### src/rtl/dro_bank_pkg.sv
// Shared types and constants for the multi-channel destructive-readout bank.
// The benches use the flag indices to decode the sticky-flag vector.
package dro_bank_pkg;

  typedef enum logic {
    MODE_DRO  = 1'b0,
    MODE_NDRO = 1'b1
  } dro_mode_t;

  localparam int FLAG_OVF  = 0;
  localparam int FLAG_COLL = 1;
  localparam int FLAG_W    = 2;

  // Largest quantum count a channel can hold for a given counter width.
  function automatic int cnt_max(input int cnt_w);
    return (1 << cnt_w) - 1;
  endfunction

endpackage

### src/rtl/dro_cell.sv
// One storage channel: input edge detectors, saturating quantum counter,
// registered readout pulse and sticky overflow/collision flags.
module dro_cell
  import dro_bank_pkg::*;
#(
  parameter int CNT_W = 2
) (
  input  logic             clk,
  input  logic             rst_n,
  input  logic             set,
  input  logic             reset,
  input  logic             ndro,
  input  logic             clr_flags,
  output logic             out,
  output logic [CNT_W-1:0] count,
  output logic             ovf,
  output logic             coll
);

  localparam logic [CNT_W-1:0] MAX = CNT_W'(cnt_max(CNT_W));
  localparam logic [CNT_W-1:0] ONE = CNT_W'(1);

  logic              set_q;
  logic              reset_q;
  logic              set_evt;
  logic              rd_evt;
  dro_mode_t         mode;
  logic [FLAG_W-1:0] flags_q;
  logic [FLAG_W-1:0] flags_d;
  logic [CNT_W-1:0]  count_d;
  logic              out_d;

  assign set_evt = set & ~set_q;
  assign rd_evt  = reset & ~reset_q;
  assign mode    = dro_mode_t'(ndro);

  // NOTE: every output of this block gets a default first, so no path leaves
  // a value unassigned and no latch is inferred.
  always_comb begin
    out_d   = 1'b0;
    count_d = count;
    flags_d = clr_flags ? '0 : flags_q;
    unique case ({set_evt, rd_evt})
      2'b11: begin
        // Incoming quantum passes straight through to the output.
        out_d              = 1'b1;
        flags_d[FLAG_COLL] = 1'b1;
      end
      2'b10: begin
        if (count != MAX) count_d = count + ONE;
        else              flags_d[FLAG_OVF] = 1'b1;
      end
      2'b01: begin
        if (count != '0) begin
          out_d = 1'b1;
          if (mode == MODE_DRO) count_d = count - ONE;
        end
      end
      default: ;
    endcase
  end

  // NOTE: state is updated with non-blocking assignments so every register
  // samples pre-edge values regardless of statement order.
  always_ff @(posedge clk or negedge rst_n) begin
    if (!rst_n) begin
      // Levels already high at reset release must not count as edges.
      set_q   <= 1'b1;
      reset_q <= 1'b1;
      out     <= 1'b0;
      count   <= '0;
      flags_q <= '0;
    end else begin
      set_q   <= set;
      reset_q <= reset;
      out     <= out_d;
      count   <= count_d;
      flags_q <= flags_d;
    end
  end

  assign ovf  = flags_q[FLAG_OVF];
  assign coll = flags_q[FLAG_COLL];

endmodule

### src/rtl/dro_bank.sv
// Bank of independent DRO/NDRO storage channels sharing clock, reset,
// readout mode and flag clear; per-channel counts are packed into one bus.
module dro_bank
  import dro_bank_pkg::*;
#(
  parameter int CHANNELS = 4,
  parameter int CNT_W    = 2
) (
  input  logic                      clk,
  input  logic                      rst_n,
  input  logic [CHANNELS-1:0]       set,
  input  logic [CHANNELS-1:0]       reset,
  input  logic                      ndro,
  input  logic                      clr_flags,
  output logic [CHANNELS-1:0]       out,
  output logic [CHANNELS*CNT_W-1:0] count,
  output logic [CHANNELS-1:0]       ovf,
  output logic [CHANNELS-1:0]       coll
);

  for (genvar i = 0; i < CHANNELS; i++) begin : g_ch
    dro_cell #(
      .CNT_W(CNT_W)
    ) u_cell (
      .clk      (clk),
      .rst_n    (rst_n),
      .set      (set[i]),
      .reset    (reset[i]),
      .ndro     (ndro),
      .clr_flags(clr_flags),
      .out      (out[i]),
      .count    (count[i*CNT_W +: CNT_W]),
      .ovf      (ovf[i]),
      .coll     (coll[i])
    );
  end

endmodule

### config.mk
export PLATFORM = sky130hd
export DESIGN_NAME = dro_bank
export DESIGN_NICKNAME = d
export VERILOG_FILES = /design/src/rtl/dro_bank_pkg.sv /design/src/rtl/dro_cell.sv /design/src/rtl/dro_bank.sv
export SDC_FILE = /design/constraint.sdc
export NUM_CORES = 1
export LEC_CHECK = 0
export CORE_AREA = 10 10 66 68
export DETAILED_ROUTE_END_ITERATION = 10
export DIE_AREA = 0 0 76 78
export GPL_ROUTABILITY_DRIVEN = 0
export PLACE_DENSITY = 0.66
export SLEW_MARGIN = 20
export SYNTH_ARGS = -nofsm -noshare
export SYNTH_HDL_FRONTEND = slang
export SYNTH_SLANG_ARGS = --single-unit
export TNS_END_PERCENT = 30
### constraint.sdc
create_clock -name clk -period 3.73 [get_ports clk]
set_input_delay 0.5595 -clock clk [delete_from_list [all_inputs] [get_ports clk]]
set_output_delay 0.5595 -clock clk [all_outputs]
set_load 0.01 [all_outputs]
==> results of run 1 <==
-- registers in the layout, indices dropped and copies added (netlist names) --
name	cells
g_ch.u_cell.count	8
g_ch.u_cell.flags_q	8
g_ch.u_cell.out	4
g_ch.u_cell.reset_q	4
g_ch.u_cell.set_q	4
-- final cells by class --
| type | instances | area (um^2) |
|---|---|---|
| multi-input cells | 63 | 393 |
| clock buffers | 4 | 26.3 |
| repair buffers | 33 | 320 |
| flip-flops and latches | 28 | 711 |
| well taps | 46 | 57.6 |
| inverters | 1 | 3.75 |
| fillers | 302 | 1670 |
-- cell usage after synthesis --
cell type  number  area, um^2
o2bb2ai_1       2        17.5
nor4_1          1        6.26
nand2b_1        5        31.3
o311ai_0        3        26.3
a31oi_1         4        25.0
o211ai_1        1        7.51
nand3b_1        3        22.5
a21oi_1         6        30.0
nand2_1         2        7.51
a32o_1          3        30.0
nor2b_1         7        43.8
inv_1           1        3.75
nand2b_4        1        13.8
o21ai_0         3        15.0
buf_4          12        90.1
a22o_1          3        26.3
or3_1           1        6.26
o31a_1          3        26.3
dfrtp_1        20         500
dfstp_2         8         210
nand3_1         1        5.00
nor2_1         14        52.6
-- metal layers --
layer / share of wire [%] / global-route usage [%] / vias to the layer above
li1: - / - / 417
met1: 42 / 8.92 / 431
met2: 54 / 13.9 / 12
met3: 3.0 / 1.61 / 2
met4: 0.87 / 3.79 / 0
met5: 0 / 0 / -
-- placed cells by master, fill, tap and decap left out, drive strengths merged, types with 2 or more instances in the layout --
master,instances
o311ai,3
clkbuf,4
nor2,14
buf,3
a32o,3
dfrtp,20
a21oi,6
o31a,3
clkdlybuf4s50,30
nor2b,7
a22o,3
dfstp,8
a31oi,4
o2bb2ai,2
nand2,2
nand2b,6
nand3b,3
o21ai,3
-- worst max path at each step --
stage	endpoint	cells after the start
floorplan	g_ch[2].u_cell.count[0]	4
global placement	g_ch[3].u_cell.reset_q	2
detailed placement	g_ch[2].u_cell.count[0]	4
CTS	count[4]	1
global route	count[1]	1
finish	count[4]	1
-- power by group through the flow --
stage	Clock (mW)	Combinational, mW	Sequential [mW]
after floorplan	0	0.0830	0.407
after global placement	0	0.189	0.403
after detailed placement	0	0.193	0.406
after CTS	0.128	0.194	0.401
after global routing	0.140	0.208	0.409
final	0.123	0.188	0.401
-- logic make-up (layout without fill, tap and decap cells) --
kind of cell	Yosys count	in the layout	share of synthesized area, %
simple gates	35	35	15.8
buf+inv	13	38	7.84
compound gates	28	28	17.0
flops	28	28	59.4
==> results.sh, run 1 <==
export IMPL_synthCells=104
export IMPL_dieArea_mm2=0.00593
export IMPL_setup_viol=0
export IMPL_detail_route_wirelength_um=2430
export IMPL_cts_resized=0
export IMPL_ys_seq_elements=28
export IMPL_avgRoutedWirePerCell_um=13.9
export IMPL_r2r_cells=4
export IMPL_cp_data_required_time_ns=3.17
export IMPL_grt_ovfl_total=0
export IMPL_startpoint_type="register"
export IMPL_antenna_cells=0
export IMPL_place_inst=171
export IMPL_crit_family="buffers and inverters"
export IMPL_postLayoutCoreUtil_pct=47.5
export IMPL_initial_core_util_pct=37.7
export IMPL_cts_clk_slew_worst_paths_ns=0.14
export IMPL_die_w_um=76
export IMPL_finClkSkew_ns=0.00119
export IMPL_grt_pass1_wl_um=4020
export IMPL_placed_cell_area_mm2=0.00149
export IMPL_critPathMaxFanout=8
export IMPL_whs_ns=0.209
export IMPL_criticalPathCategory="reg -> out"
export IMPL_ys_seq_area_share_pct=59.4
export IMPL_p_clk_share_pct=17.2
export IMPL_yosysUniqueCellTypes=22
export IMPL_final_nets=142
export IMPL_avgSynthCellArea_um2=11.5
export IMPL_netSwitchingPower_uw=213
export IMPL_p_int_uw=499
export IMPL_pre_cts_ws_ns=1.73
export IMPL_worst_slew_pin_transition_ns=0.555
export IMPL_powerDensity_mw_per_mm2=471
export IMPL_critPathSlowestCell="clkdlybuf4s50_1"
export IMPL_grt_max_degree=27
export IMPL_ant_nets=0
export IMPL_run_status="finished, final reports clean"
export IMPL_die_y_um=78
export IMPL_hold_viol=0
export IMPL_peakVddDrop_v=0.000194
export IMPL_hp_class="in -> async"
export IMPL_p_seq_share_pct=56.4
export IMPL_drc=0
export IMPL_setup_worst_path_start="g_ch[2].u_cell.count[0]"
export IMPL_fmax_mhz=511
export IMPL_rsz0062_at_grt="no"
export IMPL_slew_viol_final=0
export IMPL_antenna_found_initial=0
export IMPL_clock_latency_ns=0.31
export IMPL_core_mm2=0.00318
export IMPL_dp_hpwl_um=1860
export IMPL_p_total_uw=712
export IMPL_slowest_delay_ns=0.59
export IMPL_clock_sinks=28
export IMPL_grt_pass1_vias=873
export IMPL_maxCapViolations=0
export IMPL_arrival_ns=1.40
export IMPL_synth_area_mm2=0.00120
export IMPL_ios=32
export IMPL_first_iter_violations=40
export IMPL_port_buffers=31
export IMPL_cts_buffer_depth=2
export IMPL_fp_row_count=21
export IMPL_r2r_end="g_ch[2].u_cell.count[0]"
export IMPL_synthesis_nets=116
export IMPL_swShare_pct=30.0
export IMPL_cts_buffers=3
export IMPL_post_cts_buffers=0
export IMPL_yosysWarnings=0
export IMPL_gr_usage_all_layers_pct=7.91
export IMPL_vias_per_cell=4.93
export IMPL_post_route_period_util_pct=52.4
export IMPL_path_cells="clkdlybuf4s50_1"
export IMPL_hold_buffers=0
export IMPL_rrSetupSlack_ns=2.34
export IMPL_drt_pass1_iter_count=4
export IMPL_setup_ws_ns=1.77
export IMPL_layout_drive_gt1_share_pct=11.6
export IMPL_vias=862
export IMPL_final_area_mm2=0.00151
export IMPL_cts_root_buf="clkbuf_4"
export IMPL_tns_ns=0
export IMPL_relSlewSlack_pct=63.0
export IMPL_syn2layout_area_growth_pct=26.2
export IMPL_layoutNonFillerInstCount=175
export IMPL_cp_num_buf_inv=1
export IMPL_power_frac_comb_pct=26.4
export IMPL_fin_crit_ns=1.96
export IMPL_end_kind="primary output"
export IMPL_cts_max_level=1
export IMPL_p_leak_nw=0.609
export IMPL_cts_tree="yes"
export IMPL_reg2reg_from="g_ch[2].u_cell.set_q"
Note: power is estimated with default switching activity, not from simulation.
==> inputs of run 2 (changes only) <==
Clock period 3.73 ns to 2 ns, I/O delays scaled along.
==> results.sh, run 2 (synthesis gave the netlist of run 1 again) <==
export IMPL_slew_viol_final=0
export IMPL_cp_num_buf_inv=1
export IMPL_critPathSlowestCell="clkdlybuf4s50_1"
export IMPL_clock_sinks=28
export IMPL_run_status="finished, final reports clean"
export IMPL_clock_latency_ns=0.31
export IMPL_core_mm2=0.00318
export IMPL_peakVddDrop_v=0.000523
export IMPL_first_iter_violations=77
export IMPL_layoutNonFillerInstCount=175
export IMPL_rsz0062_at_grt="no"
export IMPL_fmax_mhz=593
export IMPL_met2_length_um=1360
export IMPL_final_nets=142
export IMPL_vias_per_cell=4.99
export IMPL_drc=0
export IMPL_detail_route_wirelength_um=2510
export IMPL_fillers=305
export IMPL_finClkSkew_ns=0.00281
export IMPL_layout_drive_gt1_share_pct=11.6
export IMPL_wl_met3_um=79
export IMPL_ant_nets=0
export IMPL_cts_max_level=1
export IMPL_place_inst=171
export IMPL_postLayoutCoreUtil_pct=48.0
export IMPL_cts_clk_slew_worst_paths_ns=0.14
export IMPL_cp_data_required_time_ns=1.70
export IMPL_cts_resized=0
export IMPL_largestRegisters="g_ch.u_cell.count (8), g_ch.u_cell.flags_q (8)"
export IMPL_p_leak_nw=0.615
export IMPL_avgRoutedWirePerCell_um=14.3
export IMPL_port_buffers=31
export IMPL_worst_slew_pin_transition_ns=0.414
export IMPL_die_y_um=78
export IMPL_setup_viol=0
export IMPL_end_kind="primary output"
export IMPL_antenna_found_initial=0
export IMPL_drt_pass1_iter_count=4
export IMPL_hold_buffers=0
export IMPL_die_w_um=76
export IMPL_top_layer_used="met4"
export IMPL_layout_common_cells="clkdlybuf4s50_1, dfrtp_1, nor2_1"
export IMPL_tns_ns=0
export IMPL_crit_family="buffers and inverters"
export IMPL_slowest_delay_ns=0.59
export IMPL_post_route_period_util_pct=84.3
export IMPL_criticalPathCategory="reg -> out"
export IMPL_fp_row_count=21
export IMPL_grt_ovfl_total=0
export IMPL_maxCapViolations=0
export IMPL_placed_cell_area_mm2=0.00149
export IMPL_final_area_mm2=0.00153
export IMPL_arrival_ns=1.39
export IMPL_cts_tree="yes"
export IMPL_gr_usage_all_layers_pct=8.24
export IMPL_m1WireLength_um=1030
export IMPL_cts_root_buf="clkbuf_4"
export IMPL_grt_pass1_wl_um=4170
export IMPL_post_cts_buffers=0
export IMPL_fin_crit_ns=1.69
export IMPL_relSlewSlack_pct=72.3
export IMPL_critPathMaxFanout=7
export IMPL_hold_viol=0
export IMPL_layout_cells_most_common="clkdlybuf4s50_1"
export IMPL_cts_buffer_depth=2
export IMPL_antenna_cells=0
export IMPL_hp_class="in -> async"
export IMPL_path_cells="clkdlybuf4s50_1"
export IMPL_syn2layout_area_growth_pct=27.5
export IMPL_dp_hpwl_um=1930
export IMPL_dieArea_mm2=0.00593
export IMPL_ios=32
export IMPL_powerDensity_mw_per_mm2=894
export IMPL_grt_pass1_vias=901
export IMPL_startpoint_type="register"
export IMPL_grt_max_degree=29
export IMPL_initial_core_util_pct=37.7
export IMPL_vias=874
export IMPL_cts_buffers=3
-- run 2: area by class of cell --
class	instances	area, um^2	area share (%)
Sequential cell	28	711	46.6
Multi-Input combinational cell	63	393	25.7
Timing Repair Buffer	33	325	21.3
Tap cell	46	57.6	3.77
Clock buffer	4	36.3	2.38
Inverter	1	3.75	0.246
-- run 2: final timing paths --
path,end,startpoint,slack (ns),depth (start not counted)
worst max-delay path,count[1],g_ch[0].u_cell.count[1],0.31,1
worst min-delay path,g_ch[2].u_cell.count[0],rst_n,0.34,2
worst max register to register,g_ch[2].u_cell.count[0],g_ch[2].u_cell.set_q,0.66,4
worst min register to register,g_ch[2].u_cell.flags_q[1],g_ch[2].u_cell.flags_q[1],0.52,1
max in group asynchronous,g_ch[3].u_cell.reset_q,rst_n,1.36,2
min in group clk,g_ch[0].u_cell.reset_q,reset[0],0.39,1
-- run 2: power breakdown --
part	switching, mW	total [mW]	leakage [nW]	internal, mW
logic	0.149	0.353	0.245	0.204
clock network	0.155	0.266	0.0210	0.111
registers	0.0970	0.746	0.350	0.649
-- run 2: metrics by stage --
stage / power [mW] / hold WS, ns / worst slack [ns]
finish: 1.37 / 0.338 / 0.315
global route: 1.46 / 0.337 / 0.196
CTS: 1.38 / 0.345 / 0.290
detailed placement: 1.12 / 0.485 / 0.267
global placement: 1.10 / 0.476 / 0.331
floorplan: 0.914 / 0.00441 / 0.736
-- run 2: layer usage --
metal	up-vias	global-route usage, %
li1	415	-
met1	439	9.31
met2	16	14.5
met3	4	1.73
met4	0	3.79
met5	-	0
==> edit: new RTL, flow settings as in run 2 <==
Set the parameter `CHANNELS` to 2 (it was 4).
--- a/src/rtl/dro_bank.sv
+++ b/src/rtl/dro_bank.sv
@@ -3,7 +3,7 @@
 module dro_bank
   import dro_bank_pkg::*;
 #(
-  parameter int CHANNELS = 4,
+  parameter int CHANNELS = 2,
   parameter int CNT_W    = 2
 ) (
   input  logic                      clk,
Interface: changed (6 resized); port bits go from 32 to 18. No check against the original RTL was run, so the function may have changed too.
==> edit against run 2 <==
  * Setup slack improved by 0.036 ns
  * Global-route usage shrank 3.5 points
  * Die area stayed put
  * Design area decreased by 45%
  * Synthesized cell count down 42%
  * Synthesized area fell by 48%
  * Register-to-register slack lost 0.12 ns
  * Highest routed layer unchanged
  * Routed wire length is 45% lower
  * Count of clock-buffer cells in the layout is the same
  * Sequential cell count decreased by 14
  * Critical path depth unchanged
  * Total power decreased by 36%
==> edit: results (changes against run 2) <==
* Status: finished clean (unchanged)
* Fraction of layout cells with a size suffix above 1 at 0.1333 (was 0.1163)
* Crit path max fanout at 8 (was 7)
* Worst-path clk slew at 0.09 ns (was 0.14 ns)
* Post-DR vias/cell at 3.992 (was 4.994)
* Max transition margin at 0.6013 (was 0.7234)
* Final Skew at 0.002096 ns (was 0.002807 ns)
* Yosys cell types at 20 (was 22)
* Port bufs at 17 (was 31)
* Peak supply drop at 0.0002695 V (was 0.0005228 V)
* Place WS at 0.1855 ns (was 0.2671 ns)
* Final net count at 84 (was 142)
* Vias in the first global route at 496 (was 901)
* Sequential area share after synthesis at 0.5703 (was 0.5935)
* Net Sw Power at 0.2779 mW (was 0.4010 mW)
* WL met1 at 678 um (was 1028 um)
* Wire length on met3 at 113 um (was 79 um)
* Syn_nets at 68 (was 116)
* Worst EP arrival at 1.35 ns (was 1.39 ns)
* DRT Wirelength at 1383 um (was 2505 um)
* First-pass GRT wire length at 2256 um (was 4174 um)
* Met2 wire len at 567 um (was 1358 um)
* 1st-iter DRT viols at 30 (was 77)
* GRT Overall Usage at 0.04766 (was 0.08237)
* Static Leak at 0.3258 nW (was 0.6153 nW)
* DP HPWL at 1096 um (was 1926 um)
* Worst skew pair latency at 0.29 ns (was 0.31 ns)
* Top post-synthesis cells by count: 10 x dfrtp_1, 6 x buf_4, 5 x a21oi_1, 5 x inv_1 (was 20 x dfrtp_1, 14 x nor2_1, 12 x buf_4)
* Biggest regs: g_ch.u_cell.count (4), g_ch.u_cell.flags_q (4) (was g_ch.u_cell.count (8), g_ch.u_cell.flags_q (8))
* Dominant cells by area after synthesis: dfrtp_1 40%, dfstp_2 17%, buf_4 7.2%, a21oi_1 4.0%, o22ai_1 4.0% (was dfrtp_1 42%, dfstp_2 18%, buf_4 7.5%, nor2_1 4.4%, nor2b_1 3.7%)
## edit: changes by cell type after synthesis, sizes merged, moves of 4 or more
cell / delta
nor2: -10
dfrtp: -10
nor2b: -5
o22ai: +4
buf: -6
inv: +4
dfstp: -4
## edit: area by class of cell
class                      count  area (um^2)
fill                         339         2337
sequential                    14        355.3
multi-input combinational     35        203.9
timing repair buffer          17        170.2
tap                           46        57.56
clock buffer                   4        36.28
inverter                       5        18.77
## edit: logic make-up after synthesis
kind of cell,after synthesis,synth area share
AOI/OAI and AO/OA,12,0.1145
buffers and inverters,11,0.1024
DFF,14,0.5703
and+or+nand+nor,23,0.2128
## edit: worst register-to-register path, delay by kind of cell (launching register included)
kind,cells,cell delay [ns]
DFF,1,0.52
and+or+nand+nor,4,0.87
## edit: per-layer routing
metal,up-vias,track usage
met5,-,0
met4,0,0.02273
met3,3,0.01959
met2,29,0.06803
met1,220,0.06051
li1,231,-
## edit: final timing paths
kind	start	end	slack [ns]
setup reg to reg	g_ch[0].u_cell.set_q	g_ch[0].u_cell.count[0]	0.54
setup / recovery	g_ch[1].u_cell.count[0]	count[2]	0.35
min in group clk	set[0]	g_ch[0].u_cell.set_q	0.43
max in group asynchronous	rst_n	g_ch[1].u_cell.count[1]	1.23
hold reg to reg	g_ch[1].u_cell.flags_q[0]	g_ch[1].u_cell.flags_q[0]	0.53
hold / removal	rst_n	g_ch[0].u_cell.count[1]	0.38
## edit: power groups by stage
stage | clock network (mW) | registers, mW | logic, mW
floorplan | 0 | 0.415 | 0.115
global placement | 0 | 0.406 | 0.245
detailed placement | 0 | 0.412 | 0.258
CTS | 0.213 | 0.407 | 0.258
global route | 0.226 | 0.422 | 0.275
finish | 0.210 | 0.408 | 0.251
## edit: through the flow
step	instances	power [mW]
2_1_floorplan	60	0.5301
3_3_place_gp	117	0.6507
3_5_place_dp	117	0.6694
4_1_cts	121	0.8778
5_1_grt	121	0.9239
6_report	121	0.8689
